<file path="config.mk">
export PLATFORM = sky130hd
export DESIGN_NAME = uart_rx_oversample
export DESIGN_NICKNAME = d
export VERILOG_FILES = /design/src/rtl/uart_pkg.sv /design/src/rtl/uart_baud_tick.sv /design/src/rtl/uart_rx_oversample.sv
export SDC_FILE = /design/constraint.sdc
export NUM_CORES = 1
export LEC_CHECK = 0
export BUFFER_PORTS_ARGS = -buffer_cell sky130_fd_sc_hd__clkbuf_2
export CORE_MARGIN = 1.5
export CORE_UTILIZATION = 52
export CTS_CLUSTER_DIAMETER = 50
export DETAILED_ROUTE_END_ITERATION = 8
export PLACE_DENSITY_LB_ADDON = 0.1
export SETUP_SLACK_MARGIN = 0.3
export SYNTH_ARGS = -nofsm -noshare
export SYNTH_HDL_FRONTEND = slang
export SYNTH_SLANG_ARGS = --single-unit
</file>
<file path="constraint.sdc">
create_clock -name PCLK -period 1.7 [get_ports PCLK]
set_input_delay 0.085 -clock PCLK [delete_from_list [all_inputs] [get_ports PCLK]]
set_output_delay 0.085 -clock PCLK [all_outputs]
set_load 0.05 [all_outputs]
</file>
<file path="src/rtl/uart_pkg.sv">
// uart_pkg: shared types, constants and baud divider helper for the UART blocks.
package uart_pkg;
  typedef enum logic [1:0] {IDLE, START, DATA, STOP} rx_state_t;
  localparam int OVS_DEFAULT = 16;
  localparam int DATA_BITS = 8;
  function automatic int div_calc(input int clk, input int baud, input int ovs);
    int d;
    d = clk / (baud * ovs);
    return d < 1 ? 1 : d;
  endfunction
endpackage

</file>
<file path="src/rtl/uart_baud_tick.sv">
// uart_baud_tick: free-running oversample tick generator, restartable by clr.
module uart_baud_tick
  import uart_pkg::*;
#(
  parameter int CLK_FREQ = 50_000_000,
  parameter int BAUD = 115200,
  parameter int OVS = OVS_DEFAULT
) (
  input  logic PCLK,
  input  logic PRESETn,
  input  logic clr,
  output logic tick
);
  localparam int DIV = div_calc(CLK_FREQ, BAUD, OVS);
  localparam int CW = DIV > 1 ? $clog2(DIV) : 1;
  logic [CW-1:0] cnt;
  assign tick = cnt == CW'(DIV - 1);
  always_ff @(posedge PCLK or negedge PRESETn)
    if (!PRESETn) cnt <= '0;
    else cnt <= (clr || tick) ? '0 : cnt + CW'(1);
endmodule

</file>
<file path="src/rtl/uart_rx_oversample.sv">
// uart_rx_oversample: 8N1 receiver with oversampling, 3-sample majority vote,
// valid/ready holding register, framing-error and overrun pulses.
module uart_rx_oversample
  import uart_pkg::*;
#(
  parameter int CLK_FREQ = 50_000_000,
  parameter int BAUD = 115200,
  parameter int OVS = OVS_DEFAULT
) (
  input  logic PCLK,
  input  logic PRESETn,
  input  logic rx,
  output logic [DATA_BITS-1:0] rx_data,
  output logic rx_valid,
  input  logic rx_ready,
  output logic frame_err,
  output logic overrun,
  output logic rx_busy
);
  localparam int OW = $clog2(OVS);
  localparam int BW = $clog2(DATA_BITS);
  rx_state_t state, state_n;
  logic rx_s1, rxs, rxs_prev, s0, s1, tick, done;
  logic start_edge, eval, wrap, maj;
  logic [OW-1:0] os_cnt;
  logic [BW-1:0] bit_cnt;
  logic [DATA_BITS-1:0] shreg;
  assign start_edge = state == IDLE && rxs_prev && !rxs;
  assign eval = tick && os_cnt == OW'(OVS / 2 + 1);
  assign wrap = tick && os_cnt == OW'(OVS - 1);
  assign maj = (s0 & s1) | (s0 & rxs) | (s1 & rxs);
  assign rx_busy = state != IDLE;
  uart_baud_tick #(.CLK_FREQ(CLK_FREQ), .BAUD(BAUD), .OVS(OVS)) u_tick (
    .PCLK(PCLK), .PRESETn(PRESETn), .clr(start_edge), .tick(tick)
  );
  always_comb begin
    state_n = state;
    case (state)
      IDLE:  state_n = start_edge ? START : IDLE;
      START: state_n = (eval && maj) ? IDLE : wrap ? DATA : START;
      DATA:  state_n = (wrap && bit_cnt == BW'(DATA_BITS - 1)) ? STOP : DATA;
      STOP:  state_n = eval ? IDLE : STOP;
      default: state_n = IDLE;
    endcase
  end
  always_ff @(posedge PCLK or negedge PRESETn)
    if (!PRESETn) state <= IDLE;
    else state <= state_n;
  always_ff @(posedge PCLK or negedge PRESETn)
    if (!PRESETn) begin
      rx_s1 <= 1'b1;
      rxs <= 1'b1;
      rxs_prev <= 1'b1;
      os_cnt <= '0;
      s0 <= 1'b1;
      s1 <= 1'b1;
      bit_cnt <= '0;
      shreg <= '0;
      done <= 1'b0;
      frame_err <= 1'b0;
      overrun <= 1'b0;
      rx_data <= '0;
      rx_valid <= 1'b0;
    end else begin
      rx_s1 <= rx;
      rxs <= rx_s1;
      rxs_prev <= rxs;
      if (start_edge) os_cnt <= '0;
      else if (tick) os_cnt <= wrap ? '0 : os_cnt + OW'(1);
      if (tick && os_cnt == OW'(OVS / 2 - 1)) s0 <= rxs;
      if (tick && os_cnt == OW'(OVS / 2)) s1 <= rxs;
      if (state == START && wrap) bit_cnt <= '0;
      else if (state == DATA && wrap) bit_cnt <= bit_cnt + BW'(1);
      if (state == DATA && eval) shreg <= {maj, shreg[DATA_BITS-1:1]};
      done <= state == STOP && eval && maj;
      frame_err <= state == STOP && eval && !maj;
      // A completed byte only lands if the holding register is free this cycle
      overrun <= done && rx_valid && !rx_ready;
      if (done && (!rx_valid || rx_ready)) begin
        rx_data <= shreg;
        rx_valid <= 1'b1;
      end else if (rx_ready) rx_valid <= 1'b0;
    end
endmodule
</file>
==> impl_metrics.env, run 1 <==
export IMPL_outcome="finished, final reports clean"
export IMPL_cts_sinks=39
export IMPL_p_sw_frac=0.274
export IMPL_fmax_mhz=621
export IMPL_synth_top_cells_by_area="dfrtp_1 48%, dfstp_2 7.4%, mux2_4 6.8%, mux2_2 6.3%, ha_1 4.9%"
export IMPL_n_antenna_cell=0
export IMPL_cp_arrival_ps=1850
export IMPL_totalWireLength_um=3260
export IMPL_dr_total_vias=1202
export IMPL_grt_pass1_vias=1179
export IMPL_synth_seq_area_share=0.553
export IMPL_leakage_uw=0.00107
export IMPL_ir_drop_mv=0.840
export IMPL_area_growth_pct=26.5
export IMPL_netlist_area_leader_share=0.479
export IMPL_drt_first_pass_iters=4
export IMPL_clock_skew_ps=8.57
export IMPL_cts_tree="built"
export IMPL_clock_latency_ps=350
export IMPL_setup_viol=0
export IMPL_placementRows=21
export IMPL_p_sw_uw=647
export IMPL_die_width_um=61.5
export IMPL_power_internal_uw=1720
export IMPL_hold_ws_ps=15.7
export IMPL_synth_area_um2=1780
export IMPL_cp_max_fo=8
export IMPL_htreeDepth=2
export IMPL_synth_warnings=0
export IMPL_ys_seq_elements=39
export IMPL_drt_vias_per_instance=5.25
export IMPL_initial_core_util=0.537
export IMPL_tightest_slew_ps=524
export IMPL_tns_ps=0
export IMPL_dieArea_um2=3780
export IMPL_comb_power_share=0.210
export IMPL_final_period_utilization=0.947
export IMPL_drt_iter0_drc=54
export IMPL_fp_dieH_um=61.5
export IMPL_grt_usage=0.198
export IMPL_slew_viol_final=0
export IMPL_rsz0062_at_grt="yes"
export IMPL_cp_end_kind="flip-flop"
export IMPL_io_pin_count=16
export IMPL_holdCritPathClass="input port to flip-flop"
export IMPL_wl_per_cell_um=14.2
export IMPL_netlist_instances=144
export IMPL_ys_flop_type="dfrtp_1"
export IMPL_synth_top_area_cell="dfrtp_1"
export IMPL_place_congestion=0.792
export IMPL_root_buffer="clkbuf_4"
export IMPL_clockBufferDepth=2
export IMPL_antenna_left=0
export IMPL_drive_above_1_share=0.454
export IMPL_antenna_found_initial=0
export IMPL_port_buffers=15
export IMPL_dp_final_hpwl_um=2260
export IMPL_avgSynthCellArea_um2=12.3
export IMPL_synth_nets=155
export IMPL_pwr_share_clk=0.326
export IMPL_synth_edf_count=0
export IMPL_synth_cell_types=36
export IMPL_layout_area_seq_um2=986
export IMPL_drcViolationCount=0
export IMPL_p_seq_frac=0.464
export IMPL_grt_max_degree=21
export IMPL_core_area_um2=3310
export IMPL_grt_pass1_wl_um=5380
export IMPL_crit_required_ps=1940
export IMPL_power_density_nw_per_um2=1050
export IMPL_grt_overflow_total=0
export IMPL_multi_input_area_um2=798
export IMPL_max_cap_viol_count=0
export IMPL_crit_type="flip-flop to flip-flop"
export IMPL_nets=193
export IMPL_critPathLaunchType="flip-flop"
export IMPL_relSlewSlack=0.651
export IMPL_async_flop_share=1.00
export IMPL_min_period_ps=1610
export IMPL_finalHoldViolCount=0
export IMPL_clk_pin_slew_worst_paths_ps=120
export IMPL_cts_buffers=5
export IMPL_nFillCells=257
per-stage QoR:
step | area, um2 | util | cells | total power, uW | worst slack, ps
6_report | 2250 | 0.679 | 229 | 2360 | 90.9
3_5_place_dp | 1990 | 0.602 | 210 | 1520 | 43.2
5_1_grt | 2250 | 0.679 | 229 | 2490 | 17.8
3_3_place_gp | 1990 | 0.602 | 210 | 1490 | 115
2_1_floorplan | 1800 | - | 144 | 1370 | 42.5
4_1_cts | 2210 | 0.668 | 227 | 2350 | 85.6
cells in the mapped netlist, types with 2 or more instances:
library cell / instances
dfrtp_1: 34
mux2_2: 10
nand2_1: 10
nor2_1: 10
inv_1: 9
mux2_4: 8
nand3_1: 8
ha_1: 7
a21oi_1: 5
dfstp_2: 5
nor2b_1: 3
o221ai_1: 3
and3_2: 2
and3b_1: 2
and4b_1: 2
buf_6: 2
nand2b_1: 2
nand4b_1: 2
or2_2: 2
xor2_1: 2
power groups by stage:
stage | logic (uW) | clock network (uW) | registers [uW]
after floorplan | 250 | 0 | 1120
after global placement | 380 | 0 | 1110
after detailed placement | 403 | 0 | 1120
after CTS | 469 | 783 | 1090
after global routing | 555 | 829 | 1110
final | 497 | 771 | 1100
layout by cell type, fill, tap and decap left out, drive strengths merged, types with 2 or more instances in the layout:
cell type and count:
bufinv 2, ha 7, and3b 2, clkbuf 20, o221ai 3, xor2 2
dfstp 5, and4b 2, nand4b 2, nand3 8, nand2 10, mux2 18
nor2b 3, nor2 10, inv 9, and3 2, dlygate4sd3 2, buf 18
a21oi 5, dfrtp 34, or2 2, nand2b 2
critical path, cell delays in order (launching register included):
cell,delay [ps]
dfrtp_1,410
inv_2,70
ha_2,180
and2_2,150
and4b_1,250
buf_12,150
mux2_4,290
flip-flops by register name, indices dropped and copies added, names as in the netlist:
name / flops
done: 1
s1: 1
rx_s1: 1
shreg: 8
overrun: 1
rx_data: 8
rx_valid: 1
u_tick.cnt: 5
frame_err: 1
os_cnt: 4
rxs_prev: 1
state: 2
bit_cnt: 3
s0: 1
rxs: 1
layout make-up:
type | count | share of cell area
Sequential cell | 39 | 0.439
Multi-Input combinational cell | 92 | 0.355
Timing Repair Buffer | 35 | 0.119
Clock inverter | 3 | 0.0301
Tap cell | 46 | 0.0256
Clock buffer | 5 | 0.0167
Inverter | 9 | 0.0150
worst paths after layout:
kind	from	end	slack, ps	cells past startpoint
setup / recovery	os_cnt[1]$_DFFE_PN0N_	shreg[6]$_DFFE_PN0P_	90	6
hold / removal	rx_ready	overrun$_DFF_PN0_	20	3
setup reg to reg	os_cnt[1]$_DFFE_PN0N_	shreg[6]$_DFFE_PN0P_	90	6
hold reg to reg	rx_s1$_DFF_PN1_	rxs$_DFF_PN1_	370	0
max in group asynchronous	PRESETn	rx_data[4]$_DFFE_PN0P_	990	3
min in group asynchronous	PRESETn	rx_data[7]$_DFFE_PN0P_	230	2
layer usage:
metal,vias up,track usage,share of wire,wire length (um)
met4,0,0.0638,0.0071,23
met3,2,0.0693,0.040,130
met5,-,0,0,0
met1,594,0.256,0.46,1500
met2,27,0.313,0.49,1610
li1,579,-,-,-
cells by family after synthesis:
kind of cell,after synthesis,synth area share
adders and majority gates,8,0.0549
muxes,18,0.131
xor gates and xnor gates,3,0.0148
AOI/OAI and AO/OA,16,0.0648
buffers and inverters,13,0.0366
DFF,39,0.553
and+or+nand+nor,47,0.145
timing repair:
action	4_1_cts	5_1_grt
pin swaps	2	2
hold buffers	2	0
endpoints found under the hold margin	15	0
resized for setup	12	3
setup endpoints to repair	18	18
setup buffers	7	2
Power figures use the tool's default switching activity.
==> run 2: changes to the inputs <==
- BUFFER_PORTS_ARGS: -buffer_cell sky130_fd_sc_hd__clkbuf_2 -> unset
- CORE_UTILIZATION: 52 -> 55
- DONT_BUFFER_PORTS: unset -> 1
==> impl_metrics.env, run 2 (same netlist as run 1, synthesis figures left out) <==
export IMPL_outcome="finished, final reports clean"
export IMPL_die_width_um=59.8
export IMPL_final_common_cell="dfrtp_1"
export IMPL_fp_dieH_um=59.8
export IMPL_reg2reg_from="u_tick.cnt[0]$_DFF_PN0_"
export IMPL_dp_slack_ps=-101
export IMPL_initial_core_util=0.582
export IMPL_clock_skew_ps=6.11
export IMPL_final_period_utilization=0.956
export IMPL_grt_pass1_vias=1250
export IMPL_antenna_left=0
export IMPL_wl_per_cell_um=16.5
export IMPL_drt_iter0_drc=55
export IMPL_cts_tree="built"
export IMPL_nFillCells=208
export IMPL_drt_vias_per_instance=5.48
export IMPL_clockBufferDepth=2
export IMPL_dp_final_hpwl_um=2210
export IMPL_htreeDepth=2
export IMPL_nets=188
export IMPL_fmax_mhz=615
export IMPL_min_period_ps=1620
export IMPL_leakage_uw=0.00104
export IMPL_final_cell_mix="33 x dfrtp_1, 18 x buf_4, 10 x mux2_4, 9 x nor2_1, 9 x nand2_1"
export IMPL_slew_viol_final=0
export IMPL_final_util=0.752
export IMPL_cp_slowest_cell="dfrtp_1"
export IMPL_max_cap_viol_count=0
export IMPL_n_antenna_cell=0
export IMPL_crit_required_ps=1930
export IMPL_drt_first_pass_iters=4
export IMPL_rsz0062_at_grt="yes"
export IMPL_setup_viol=0
export IMPL_place_congestion=0.808
export IMPL_cts_buffers=5
export IMPL_grt_usage=0.215
export IMPL_crit_type="flip-flop to flip-flop"
export IMPL_placementRows=20
export IMPL_port_buffers=0
export IMPL_antenna_found_initial=0
export IMPL_cp_max_fo=8
export IMPL_holdCritPathClass="input port to async pin"
export IMPL_core_area_um2=3050
export IMPL_path_cells="inv_2 > ha_4 > and4b_1 > and4b_4 > mux2_4"
export IMPL_cts_sinks=39
export IMPL_grt_max_degree=40
export IMPL_cp_end_kind="flip-flop"
export IMPL_startpoint="u_tick.cnt[0]$_DFF_PN0_"
export IMPL_grt_pass1_wl_um=5570
export IMPL_power_density_nw_per_um2=950
export IMPL_totalWireLength_um=3660
export IMPL_cp_arrival_ps=1860
export IMPL_grt_overflow_total=0
export IMPL_area_growth_pct=29.3
export IMPL_clk_pin_slew_worst_paths_ps=110
export IMPL_slowest_delay_ps=410
export IMPL_reg_top3="rx_data: 8 flops, shreg: 8 flops, u_tick.cnt: 5 flops"
export IMPL_io_pin_count=16
export IMPL_clock_latency_ps=340
export IMPL_finalHoldViolCount=0
export IMPL_root_buffer="clkbuf_4"
export IMPL_dieArea_um2=3580
export IMPL_hold_ws_ps=216
export IMPL_relSlewSlack=0.683
export IMPL_ir_drop_mv=0.635
export IMPL_drcViolationCount=0
export IMPL_tightest_slew_ps=476
export IMPL_critPathLaunchType="flip-flop"
export IMPL_drive_above_1_share=0.466
export IMPL_fin_ws_ps=75.1
export IMPL_dr_total_vias=1217
==> run 2: cell count changes in the layout (fill, tap and decap cells not counted), sizes merged <==
cell	previous run	this run
clkbuf	20	7
buf	18	27
bufinv	2	0
clkinv	0	1
clkinvlp	1	0
dlygate4sd3	2	3
==> run 2: where the power goes <==
part / internal, uW / switching, uW
clock network: 161 / 289
registers: 1020 / 75.8
logic: 313 / 319
total: 1500 / 684
==> run 2: cell type report <==
| cell class | count | area [um2] | share of cell area |
|---|---|---|---|
| clock inverters | 1 | 5.00 | 0.00218 |
| flip-flops and latches | 39 | 983 | 0.428 |
| well taps | 44 | 55.1 | 0.0240 |
| multi-input cells | 92 | 887 | 0.386 |
| repair buffers | 30 | 288 | 0.125 |
| inverters | 9 | 33.8 | 0.0147 |
| clock buffers | 7 | 45.0 | 0.0196 |
==> run 2: timing repair <==
action | CTS | global route
endpoints found under the hold margin | 42 | 0
pin swaps | 3 | 11
setup endpoints to repair | 18 | 27
buffers inserted | 6 | 8
gates resized for setup | 15 | 21
hold buffers | 4 | 0
==> run 2: routing by layer <==
metal,routed length [um],track usage,up-vias
met5,0,0,-
met4,39,0.0921,0
met3,116,0.0563,4
met2,1950,0.370,25
met1,1560,0.250,617
li1,-,-,571
==> run 2: final timing paths <==
kind	end	slack, ps	depth (start not counted)
max reg2reg	shreg[2]$_DFFE_PN0P_	80	5
min in group PCLK	rx_s1$_DFF_PN1_	280	1
min	os_cnt[2]$_DFFE_PN0N_	220	2
max in group asynchronous	s0$_DFFE_PN1P_	1230	2
max	shreg[2]$_DFFE_PN0P_	80	5
min reg2reg	rxs$_DFF_PN1_	360	0
==> run 2: stage by stage <==
| step | instance area [um2] | power [uW] | instances | TNS (ps) |
|---|---|---|---|---|
| finish | 2300 | 2180 | 222 | 0 |
| global route | 2300 | 2330 | 222 | 0 |
| CTS | 2130 | 2050 | 214 | 0 |
| detailed placement | 1910 | 1530 | 196 | -723 |
| global placement | 1910 | 1500 | 196 | -665 |
| floorplan | 1800 | 1370 | 144 | 0 |
==> run 2: worst max-delay path: cells and delay by family, from the launching register on <==
kind	cells	cell delay, ps
buffers and inverters	1	70
adder cells (fa/ha/maj)	1	120
flip-flops	1	410
AND/OR/NAND/NOR	2	600
multiplexers	1	320
==> run 3: changes to the inputs <==
==> constraint.sdc (replaced) <==
create_clock -name PCLK -period 1.7 [get_ports PCLK]
set_input_delay 0.255 -clock PCLK [delete_from_list [all_inputs] [get_ports PCLK]]
set_output_delay 0.255 -clock PCLK [all_outputs]
set_load 0.05 [all_outputs]
==> impl_metrics.env, run 3 (same netlist as run 1, synthesis figures left out) <==
export IMPL_final_period_utilization=0.955
export IMPL_final_cells=223
export IMPL_p_seq_frac=0.501
export IMPL_die_width_um=59.8
export IMPL_ff2ff_path_depth=5
export IMPL_max_cap_viol_count=0
export IMPL_final_common_cell="dfrtp_1"
export IMPL_power_density_nw_per_um2=958
export IMPL_port_buffers=0
export IMPL_root_buffer="clkbuf_4"
export IMPL_comb_power_share=0.293
export IMPL_rsz0062_at_grt="yes"
export IMPL_drt_iter0_drc=55
export IMPL_htreeDepth=2
export IMPL_cp_max_fo=8
export IMPL_fmax_mhz=616
export IMPL_placed_cells=196
export IMPL_dieArea_um2=3580
export IMPL_area_growth_pct=28.9
export IMPL_n_antenna_cell=0
export IMPL_fp_dieH_um=59.8
export IMPL_clockBufferDepth=2
export IMPL_reg_top3="rx_data: 8 flops, shreg: 8 flops, u_tick.cnt: 5 flops"
export IMPL_clock_latency_ps=350
export IMPL_fin_area_um2=2290
export IMPL_grt_usage=0.215
export IMPL_leakage_uw=0.00104
export IMPL_worst_path_buf_inv=1
export IMPL_grt_pass1_vias=1242
export IMPL_drt_first_pass_iters=4
export IMPL_worst_hold_startpoint="rx_ready"
export IMPL_ir_drop_mv=0.542
export IMPL_placed_area_um2=1910
export IMPL_drcViolationCount=0
export IMPL_r2r_end="shreg[2]$_DFFE_PN0P_"
export IMPL_cp_slowest_cell="dfrtp_1"
export IMPL_initial_core_util=0.582
export IMPL_totalWireLength_um=3780
export IMPL_min_to="overrun$_DFF_PN0_"
export IMPL_p_sw_frac=0.317
export IMPL_crit_required_ps=1940
export IMPL_reg2reg_from="u_tick.cnt[0]$_DFF_PN0_"
export IMPL_grt_pass1_wl_um=5570
export IMPL_dp_final_hpwl_um=2210
export IMPL_r2r_slack_ps=80
export IMPL_antenna_found_initial=0
export IMPL_hold_path_depth=2
export IMPL_pwr_share_clk=0.207
export IMPL_drive_above_1_share=0.475
export IMPL_crit_type="flip-flop to flip-flop"
export IMPL_placementRows=20
export IMPL_clock_skew_ps=6.78
export IMPL_grt_overflow_total=0
export IMPL_tns_ps=0
export IMPL_power_internal_uw=1500
export IMPL_holdCritPathClass="input port to flip-flop"
export IMPL_cp_end_kind="flip-flop"
export IMPL_relSlewSlack=0.683
export IMPL_nets=189
export IMPL_tightest_slew_ps=475
export IMPL_finalHoldViolCount=0
export IMPL_wl_per_cell_um=16.9
export IMPL_outcome="finished, final reports clean"
export IMPL_path_cells="inv_2 > ha_4 > and4b_1 > and4b_4 > mux2_4"
export IMPL_place_congestion=0.808
export IMPL_critPathLaunchType="flip-flop"
export IMPL_cts_tree="built"
export IMPL_p_total_uw=2190
export IMPL_antenna_left=0
export IMPL_cts_buffers=5
export IMPL_drt_vias_per_instance=5.56
export IMPL_final_cell_mix="33 x dfrtp_1, 21 x buf_4, 10 x mux2_4, 9 x nor2_1, 9 x nand2_1"
export IMPL_min_period_ps=1620
export IMPL_slew_viol_final=0
export IMPL_clk_pin_slew_worst_paths_ps=110
export IMPL_nFillCells=210
export IMPL_core_area_um2=3050
export IMPL_p_sw_uw=696
export IMPL_path_delay_family="simple AND/OR/NAND/NOR gates"
export IMPL_setup_viol=0
export IMPL_grt_max_degree=40
export IMPL_slowest_delay_ps=410
export IMPL_cts_sinks=39
export IMPL_io_pin_count=16
export IMPL_dr_total_vias=1240
export IMPL_cp_arrival_ps=1860
export IMPL_hold_ws_ps=101
[run 3: changes by cell type in the layout (fill, tap and decap cells not counted)]
cell / change
buf_4: +3
buf_12: -1
dlygate4sd3_1: -1
[run 3: per-layer routing]
metal,wire [um],GRT usage,up-vias
li1,-,-,574
met2,1980,0.370,24
met5,0,0,-
met4,83,0.0921,0
met3,120,0.0563,11
met1,1590,0.250,631
[run 3: cell type report]
cell class                 count  area [um2]  share of cell area
sequential                    39         983               0.430
multi-input combinational     92         887               0.387
timing repair buffer          31         280               0.122
tap                           44        55.1              0.0240
clock buffer                   7        45.0              0.0197
inverter                       9        33.8              0.0148
clock inverter                 1        5.00             0.00219
[run 3: repair_timing]
action / CTS / global route
endpoints found under the setup margin: 18 / 27
setup buffers: 6 / 10
hold buffers: 3 / 0
gates resized for setup: 15 / 21
hold endpoints to repair: 40 / 0
pin swaps: 3 / 11
[run 3: worst reg2reg max path, cell delays in order (launching register included)]
cell and delay [ps]:
dfrtp_1 410, inv_2 70, ha_4 120, and4b_1 230, and4b_4 370, mux2_4 330
[run 3: per-stage QoR]
step	setup slack, ps	utilization
floorplan	42.5	-
global placement	-84.2	0.627
detailed placement	-101	0.627
CTS	33.8	0.691
global route	12.8	0.750
finish	76.4	0.750
[run 3: worst max-delay path by stage]
| stage | endpoint | cells past startpoint | startpoint | slack [ps] |
|---|---|---|---|---|
| after floorplan | shreg[0]$_DFFE_PN0P_ | 7 | u_tick.cnt[0]$_DFF_PN0_ | 40 |
| after global placement | shreg[2]$_DFFE_PN0P_ | 5 | u_tick.cnt[0]$_DFF_PN0_ | -80 |
| after detailed placement | shreg[2]$_DFFE_PN0P_ | 5 | u_tick.cnt[0]$_DFF_PN0_ | -100 |
| after CTS | shreg[2]$_DFFE_PN0P_ | 5 | u_tick.cnt[0]$_DFF_PN0_ | 30 |
| after global routing | shreg[2]$_DFFE_PN0P_ | 5 | os_cnt[1]$_DFFE_PN0N_ | 10 |
| final | shreg[2]$_DFFE_PN0P_ | 5 | u_tick.cnt[0]$_DFF_PN0_ | 80 |
[run 3: power groups by stage]
stage / sequential [uW] / clock (uW) / combinational [uW]
after global routing: 1110 / 518 / 719
after detailed placement: 1100 / 0 / 426
after floorplan: 1120 / 0 / 250
after CTS: 1080 / 468 / 497
final: 1100 / 453 / 642
after global placement: 1100 / 0 / 398
